$ cat src/rtl/pipe_flow_ctrl_if.sv
// pipe_flow_ctrl_if: handshake bundle between the pipeline and its flow controller
//   master: pipeline side, drives hold/miss/load-use/redirect requests, receives stall/flush/redirect
//   slave : controller side
interface pipe_flow_ctrl_if #(
  parameter int STAGES = 5,
  parameter int NSRC   = 2,
  parameter int NRED   = 2,
  parameter int AW     = 32
);
  logic                hold_i;
  logic [NSRC-1:0]     src_req_i;
  logic [NSRC-1:0]     src_hit_i;
  logic [NSRC-1:0]     src_ready_i;
  logic                lu_i;
  logic [NRED-1:0]     redir_req_i;
  logic [NRED*AW-1:0]  redir_pc_i;
  logic [STAGES-1:0]   stall_o;
  logic [STAGES-2:0]   flush_o;
  logic                redir_valid_o;
  logic [AW-1:0]       redir_pc_o;
  logic [NSRC-1:0]     busy_o;
  modport master (
    output hold_i, src_req_i, src_hit_i, src_ready_i, lu_i, redir_req_i, redir_pc_i,
    input  stall_o, flush_o, redir_valid_o, redir_pc_o, busy_o
  );
  modport slave (
    input  hold_i, src_req_i, src_hit_i, src_ready_i, lu_i, redir_req_i, redir_pc_i,
    output stall_o, flush_o, redir_valid_o, redir_pc_o, busy_o
  );
endinterface

$ cat src/rtl/pipe_flow_ctrl.sv
// pipe_flow_ctrl: merges miss/hold/load-use/redirect sources into per-stage stall and flush
//   clk, rst_n (async, active-low); bus (pipe_flow_ctrl_if.slave) carries all handshakes:
//   in : hold_i, src_req_i/src_hit_i/src_ready_i, lu_i, redir_req_i, redir_pc_i
//   out: stall_o, flush_o, redir_valid_o, redir_pc_o, busy_o
//   FC_PERF_EN adds perf_stall_cnt_o / perf_flush_cnt_o saturating counters
module pipe_flow_ctrl #(
  parameter int STAGES = 5,
  parameter int NSRC   = 2,
  parameter int NRED   = 2,
  parameter int AW     = 32
) (
  input  logic        clk,
  input  logic        rst_n,
  pipe_flow_ctrl_if.slave bus
`ifdef FC_PERF_EN
  ,
  output logic [31:0] perf_stall_cnt_o,
  output logic [31:0] perf_flush_cnt_o
`endif
);
  localparam int IW = NRED > 1 ? $clog2(NRED) : 1;
  logic [NSRC-1:0]   busy_q, busy_d, new_miss, miss;
  logic [NRED-1:0]   taken_q, taken_d, elig;
  logic [IW-1:0]     sel;
  logic              any_elig, freeze, deliver, lu_apply;
  logic [STAGES-2:0] red_mask, lu_mask;
  assign new_miss = bus.src_req_i & ~bus.src_hit_i;
  // ready wins over a miss raised in the same cycle, so the ready cycle never stalls
  assign miss     = (busy_q | new_miss) & ~bus.src_ready_i;
  assign busy_d   = ~bus.src_ready_i & (busy_q | new_miss);
  assign freeze   = bus.hold_i | (|miss);
  // channel 0 sits in ID; a load-use bubble there holds it, so it must wait
  assign elig     = bus.redir_req_i & ~taken_q & ~{{(NRED-1){1'b0}}, bus.lu_i};
  always_comb begin
    any_elig = 1'b0;
    sel      = '0;
    for (int i = 0; i < NRED; i++)
      if (elig[i]) begin
        any_elig = 1'b1;
        sel      = IW'(i);
      end
  end
  assign deliver  = ~freeze & any_elig;
  assign lu_apply = ~freeze & ~deliver & bus.lu_i;
  always_comb begin
    red_mask = '0;
    for (int j = 0; j < STAGES - 1; j++) red_mask[j] = (j <= int'(sel));
  end
  assign lu_mask = (STAGES-1)'(2);
  // only the delivered channel is marked; dropped younger channels are flushed away
  always_comb begin
    taken_d = '0;
    for (int i = 0; i < NRED; i++)
      taken_d[i] = bus.redir_req_i[i] & (taken_q[i] | (deliver & (sel == IW'(i))));
  end
  assign bus.stall_o       = freeze ? '1 : lu_apply ? STAGES'(3) : '0;
  assign bus.flush_o       = deliver ? red_mask : lu_apply ? lu_mask : '0;
  assign bus.redir_valid_o = deliver;
  assign bus.redir_pc_o    = deliver ? bus.redir_pc_i[int'(sel)*AW +: AW] : '0;
  assign bus.busy_o        = busy_q;
  always_ff @(posedge clk or negedge rst_n)
    if (!rst_n) begin
      busy_q  <= '0;
      taken_q <= '0;
    end else begin
      busy_q  <= busy_d;
      taken_q <= taken_d;
    end
`ifdef FC_PERF_EN
  logic [31:0] stall_cnt_q, flush_cnt_q;
  always_ff @(posedge clk or negedge rst_n)
    if (!rst_n) begin
      stall_cnt_q <= '0;
      flush_cnt_q <= '0;
    end else begin
      stall_cnt_q <= stall_cnt_q + 32'((freeze | lu_apply) & ~&stall_cnt_q);
      flush_cnt_q <= flush_cnt_q + 32'(deliver & ~&flush_cnt_q);
    end
  assign perf_stall_cnt_o = stall_cnt_q;
  assign perf_flush_cnt_o = flush_cnt_q;
`endif
endmodule

$ cat src/flat_wrapper.sv
// flat-port wrapper written by rule: the top's interface ports become plain ports
module pipe_flow_ctrl_flat 
#(
  parameter int STAGES = 5,
  parameter int NSRC   = 2,
  parameter int NRED   = 2,
  parameter int AW     = 32
)
  (clk, rst_n, bus_hold_i, bus_src_req_i, bus_src_hit_i, bus_src_ready_i, bus_lu_i, bus_redir_req_i, bus_redir_pc_i, bus_stall_o, bus_flush_o, bus_redir_valid_o, bus_redir_pc_o, bus_busy_o);
  pipe_flow_ctrl_if #(.STAGES(STAGES), .NSRC(NSRC), .NRED(NRED), .AW(AW)) bus_i ();
  input  logic clk;
  input  logic rst_n;
  input wire logic [$bits(bus_i.hold_i)-1:0] bus_hold_i;
  input wire logic [$bits(bus_i.src_req_i)-1:0] bus_src_req_i;
  input wire logic [$bits(bus_i.src_hit_i)-1:0] bus_src_hit_i;
  input wire logic [$bits(bus_i.src_ready_i)-1:0] bus_src_ready_i;
  input wire logic [$bits(bus_i.lu_i)-1:0] bus_lu_i;
  input wire logic [$bits(bus_i.redir_req_i)-1:0] bus_redir_req_i;
  input wire logic [$bits(bus_i.redir_pc_i)-1:0] bus_redir_pc_i;
  output wire logic [$bits(bus_i.stall_o)-1:0] bus_stall_o;
  output wire logic [$bits(bus_i.flush_o)-1:0] bus_flush_o;
  output wire logic [$bits(bus_i.redir_valid_o)-1:0] bus_redir_valid_o;
  output wire logic [$bits(bus_i.redir_pc_o)-1:0] bus_redir_pc_o;
  output wire logic [$bits(bus_i.busy_o)-1:0] bus_busy_o;
  assign bus_i.hold_i = bus_hold_i;
  assign bus_i.src_req_i = bus_src_req_i;
  assign bus_i.src_hit_i = bus_src_hit_i;
  assign bus_i.src_ready_i = bus_src_ready_i;
  assign bus_i.lu_i = bus_lu_i;
  assign bus_i.redir_req_i = bus_redir_req_i;
  assign bus_i.redir_pc_i = bus_redir_pc_i;
  assign bus_stall_o = bus_i.stall_o;
  assign bus_flush_o = bus_i.flush_o;
  assign bus_redir_valid_o = bus_i.redir_valid_o;
  assign bus_redir_pc_o = bus_i.redir_pc_o;
  assign bus_busy_o = bus_i.busy_o;
  pipe_flow_ctrl #(.STAGES(STAGES), .NSRC(NSRC), .NRED(NRED), .AW(AW)) u_core (.clk(clk), .rst_n(rst_n), .bus(bus_i));
endmodule
$ cat config.mk
export PLATFORM = sky130hd
export DESIGN_NAME = pipe_flow_ctrl_flat
export DESIGN_NICKNAME = d
export VERILOG_FILES = /design/src/rtl/pipe_flow_ctrl_if.sv /design/src/rtl/pipe_flow_ctrl.sv /design/src/flat_wrapper.sv
export SDC_FILE = /design/constraint.sdc
export NUM_CORES = 1
export LEC_CHECK = 0
export ABC_AREA = 0
export BUFFER_PORTS_ARGS = -buffer_cell sky130_fd_sc_hd__buf_2
export CORE_MARGIN = 2
export CORE_UTILIZATION = 30
export DETAILED_ROUTE_END_ITERATION = 10
export PLACE_DENSITY_LB_ADDON = 0.12
export SETUP_SLACK_MARGIN = 0.02
export SLEW_MARGIN = 25
export SYNTH_ARGS = -nofsm -noshare
export SYNTH_HDL_FRONTEND = slang
export SYNTH_SLANG_ARGS = --single-unit
$ cat constraint.sdc
create_clock -name clk -period 2.3 [get_ports clk]
set_clock_uncertainty 0.1 [all_clocks]
set_input_delay 0.23 -clock clk [delete_from_list [all_inputs] [get_ports clk]]
set_output_delay 0.23 -clock clk [all_outputs]
set_load 0.1 [all_outputs]
==> qor.txt <==
vias in the first global route - 1235
H-tree Lvls - 1
Final Critical Period - 2.25 ns
critical path capture point type - output port
Startpoint Class - flop
clk sinks - 4
Leakage - 0.921 nW
critical path class - reg -> out
clock power share - 11.2%
Inst Count DP - 241
worst hold stages - 2
post-synth top area cell - a22oi_1
critical path, cell by cell - inv_1 -> a21oi_2 -> or3_4 -> buf_4 -> a21o_2 -> buf_12
RSZ-0062 raised after global routing - yes
Yosys warnings - 0
Starting Density - 32.0%
Synth Flop Type - dfrtp_1
core region area - 2230 um^2
layout cells sized above 1 - 77.4%
peak fanout along the critical path - 8
Worst EP required - 1.97 ns
status - finished, final reports clean
MaxCap Viol Count - 0
Longest Clk Path Bufs - 2
n_diodes - 0
cells after synthesis - 107
WP data arrival - 1.92 ns
first-pass GRT wire length - 5.63 mm
post-synthesis area per instance - 6.69 um^2
#FFs+latches synth - 4
Worst-Skew Late Latency - 0.24 ns
slowest CP cell - dfrtp_4
Residual DRC - 0
sequential fraction of the synthesis area - 14.0%
CTS Buf Count - 3
Starting DRT DRC Count - 40
non-filler cells, final - 249
Tightest Hold Check Type - in -> reg
largest delay contributor family on the critical path - flip-flops
I/O Pins - 120
Post-DP HPWL - 3.10 mm
vias post-DR - 1324
sequential power share - 8.6%
EDFF count, synth - 0
combinational power share - 80.3%
global placer's final weighted congestion - 0.666
Post-synth ARST share - 100%
Routed wire per std cell - 16.4 um
row cnt - 17
final antenna-violating net count - 0
nets@finish - 298
DRT Pass-1 Iters - 4
P&R area growth vs syn - 190%
root buf cell - clkbuf_4
Total GRT Usage - 27.8%
total grt overflow - 0
Max IR drop VDD - 0.000506 V
final WL - 4.08 mm
initial antenna violation count - 0
I/O Buffers - 117
library cells used by synthesis - 20
PwrDens - 451 nW/um^2
Net Switching - 0.529 mW
most instantiated cells after synthesis - 34 x nor2_1, 32 x a22oi_1, 10 x buf_4, 4 x dfrtp_1
share of the synthesized area in the top cell type - 33.6%
largest net degree at the start of global routing - 18
Fin. Hold Viols - 0
DIE HEIGHT - 52.8 um
CTS tree - yes
synthesized cell area - 716 um^2
fmax - 444 MHz
period utilisation layout - 97.8%
Die Wd - 52.8 um
Die ar. - 2790 um^2
switch share - 56.6%
Int Power - 0.405 mW
Clock transition at path regs - 0.04 ns
dominant cells by area after synthesis - a22oi_1 34%, nor2_1 18%, dfrtp_1 14%, buf_4 10%, buf_6 4.7%
Final Max Slew Viols - 0
setup tns final - 0 ns
# setup viols final - 0
Worst R2R Path Depth - 4
DR vias/cell - 5.32
Final Power - 0.934 mW
CP max stage delay - 0.47 ns
Crit path depth - 6
count leader, synth - nor2_1
Worst Path Buf+Inv - 3
-- per-stage QoR --
stage / worst slack, ns / hold slack, ns / util, % / cell area, um^2
2_1_floorplan: -0.258 / -0.166 / - / 853
3_3_place_gp: 0.337 / -0.0652 / 89.6 / 2000
3_5_place_dp: 0.299 / -0.0605 / 89.6 / 2000
4_1_cts: 0.0377 / 0.0402 / 91.2 / 2040
5_1_grt: -0.0317 / 0.0492 / 92.8 / 2070
6_report: 0.0500 / 0.0552 / 92.8 / 2070
-- area by class of cell --
cell class | instances | area, um^2
well taps | 28 | 35.0
clock buffers | 4 | 26.3
repair buffers | 127 | 1280
multi-input cells | 83 | 611
inverters | 3 | 11.3
fillers | 78 | 161
flip-flops and latches | 4 | 105
-- worst register-to-register path: stages (launching register included) --
cell	delay, ns
dfrtp_4	0.47
inv_1	0.08
a21oi_2	0.07
or3_4	0.46
o21ai_0	0.31
-- flip-flops by register name, indices dropped and copies added, names as in the netlist --
register	flops
u_core.bus.busy_o	2
u_core.taken_q	2
-- cell families (layout without fill, tap and decap cells) --
kind of cell	after synthesis	in the layout	share of synthesized area, %
buffers and inverters	21	134	19.8
flip-flops	4	4	14.0
AND/OR/NAND/NOR	43	43	26.7
other	1	2	0.524
AO/OA/AOI/OAI	38	38	39.0
-- power groups by stage --
| stage | sequential [mW] | combinational (mW) | clock [mW] |
|---|---|---|---|
| floorplan | 0.0970 | 0.462 | 0 |
| finish | 0.0802 | 0.750 | 0.104 |
| CTS | 0.0797 | 0.738 | 0.102 |
| detailed placement | 0.0806 | 0.734 | 0 |
| global route | 0.0803 | 0.774 | 0.108 |
| global placement | 0.0799 | 0.721 | 0 |
-- layer usage --
metal  wire [um]  global-route usage, %
met3         380                   5.71
met2        2360                   57.3
met4         140                   8.97
met5           0                      0
met1        1200                   26.3
-- cells in the final DEF (no fill, tap or decap), drive strengths merged --
master	instances
or3	1
dfrtp	4
conb	2
or3b	1
clkbuf	4
dlygate4sd3	1
o21ai	1
nor2b	1
nand2	3
buf	126
a21boi	1
a21o	1
nor2	35
a22oi	32
nand2b	2
a21oi	3
inv	3
-- final timing paths --
| path | from | endpoint | slack, ns |
|---|---|---|---|
| setup / recovery | u_core.bus.busy_o[1]$_DFF_PN0_ | bus_stall_o[1] | 0.05 |
| hold / removal | bus_src_ready_i[1] | u_core.bus.busy_o[1]$_DFF_PN0_ | 0.06 |
| setup reg to reg | u_core.bus.busy_o[1]$_DFF_PN0_ | u_core.taken_q[0]$_DFF_PN0_ | 0.69 |
| hold reg to reg | u_core.bus.busy_o[0]$_DFF_PN0_ | u_core.bus.busy_o[0]$_DFF_PN0_ | 0.48 |
| max in group asynchronous | rst_n | u_core.bus.busy_o[1]$_DFF_PN0_ | 1.69 |
| min in group asynchronous | rst_n | u_core.taken_q[1]$_DFF_PN0_ | 0.26 |
-- timing repair --
| action | 4_1_cts | 5_1_grt |
|---|---|---|
| resized for setup | 0 | 3 |
| hold buffers | 1 | 0 |
| setup endpoints to repair | 0 | 21 |
| endpoints found under the hold margin | 4 | 0 |
| setup buffers | 0 | 3 |
Power figures use the tool's default switching activity.
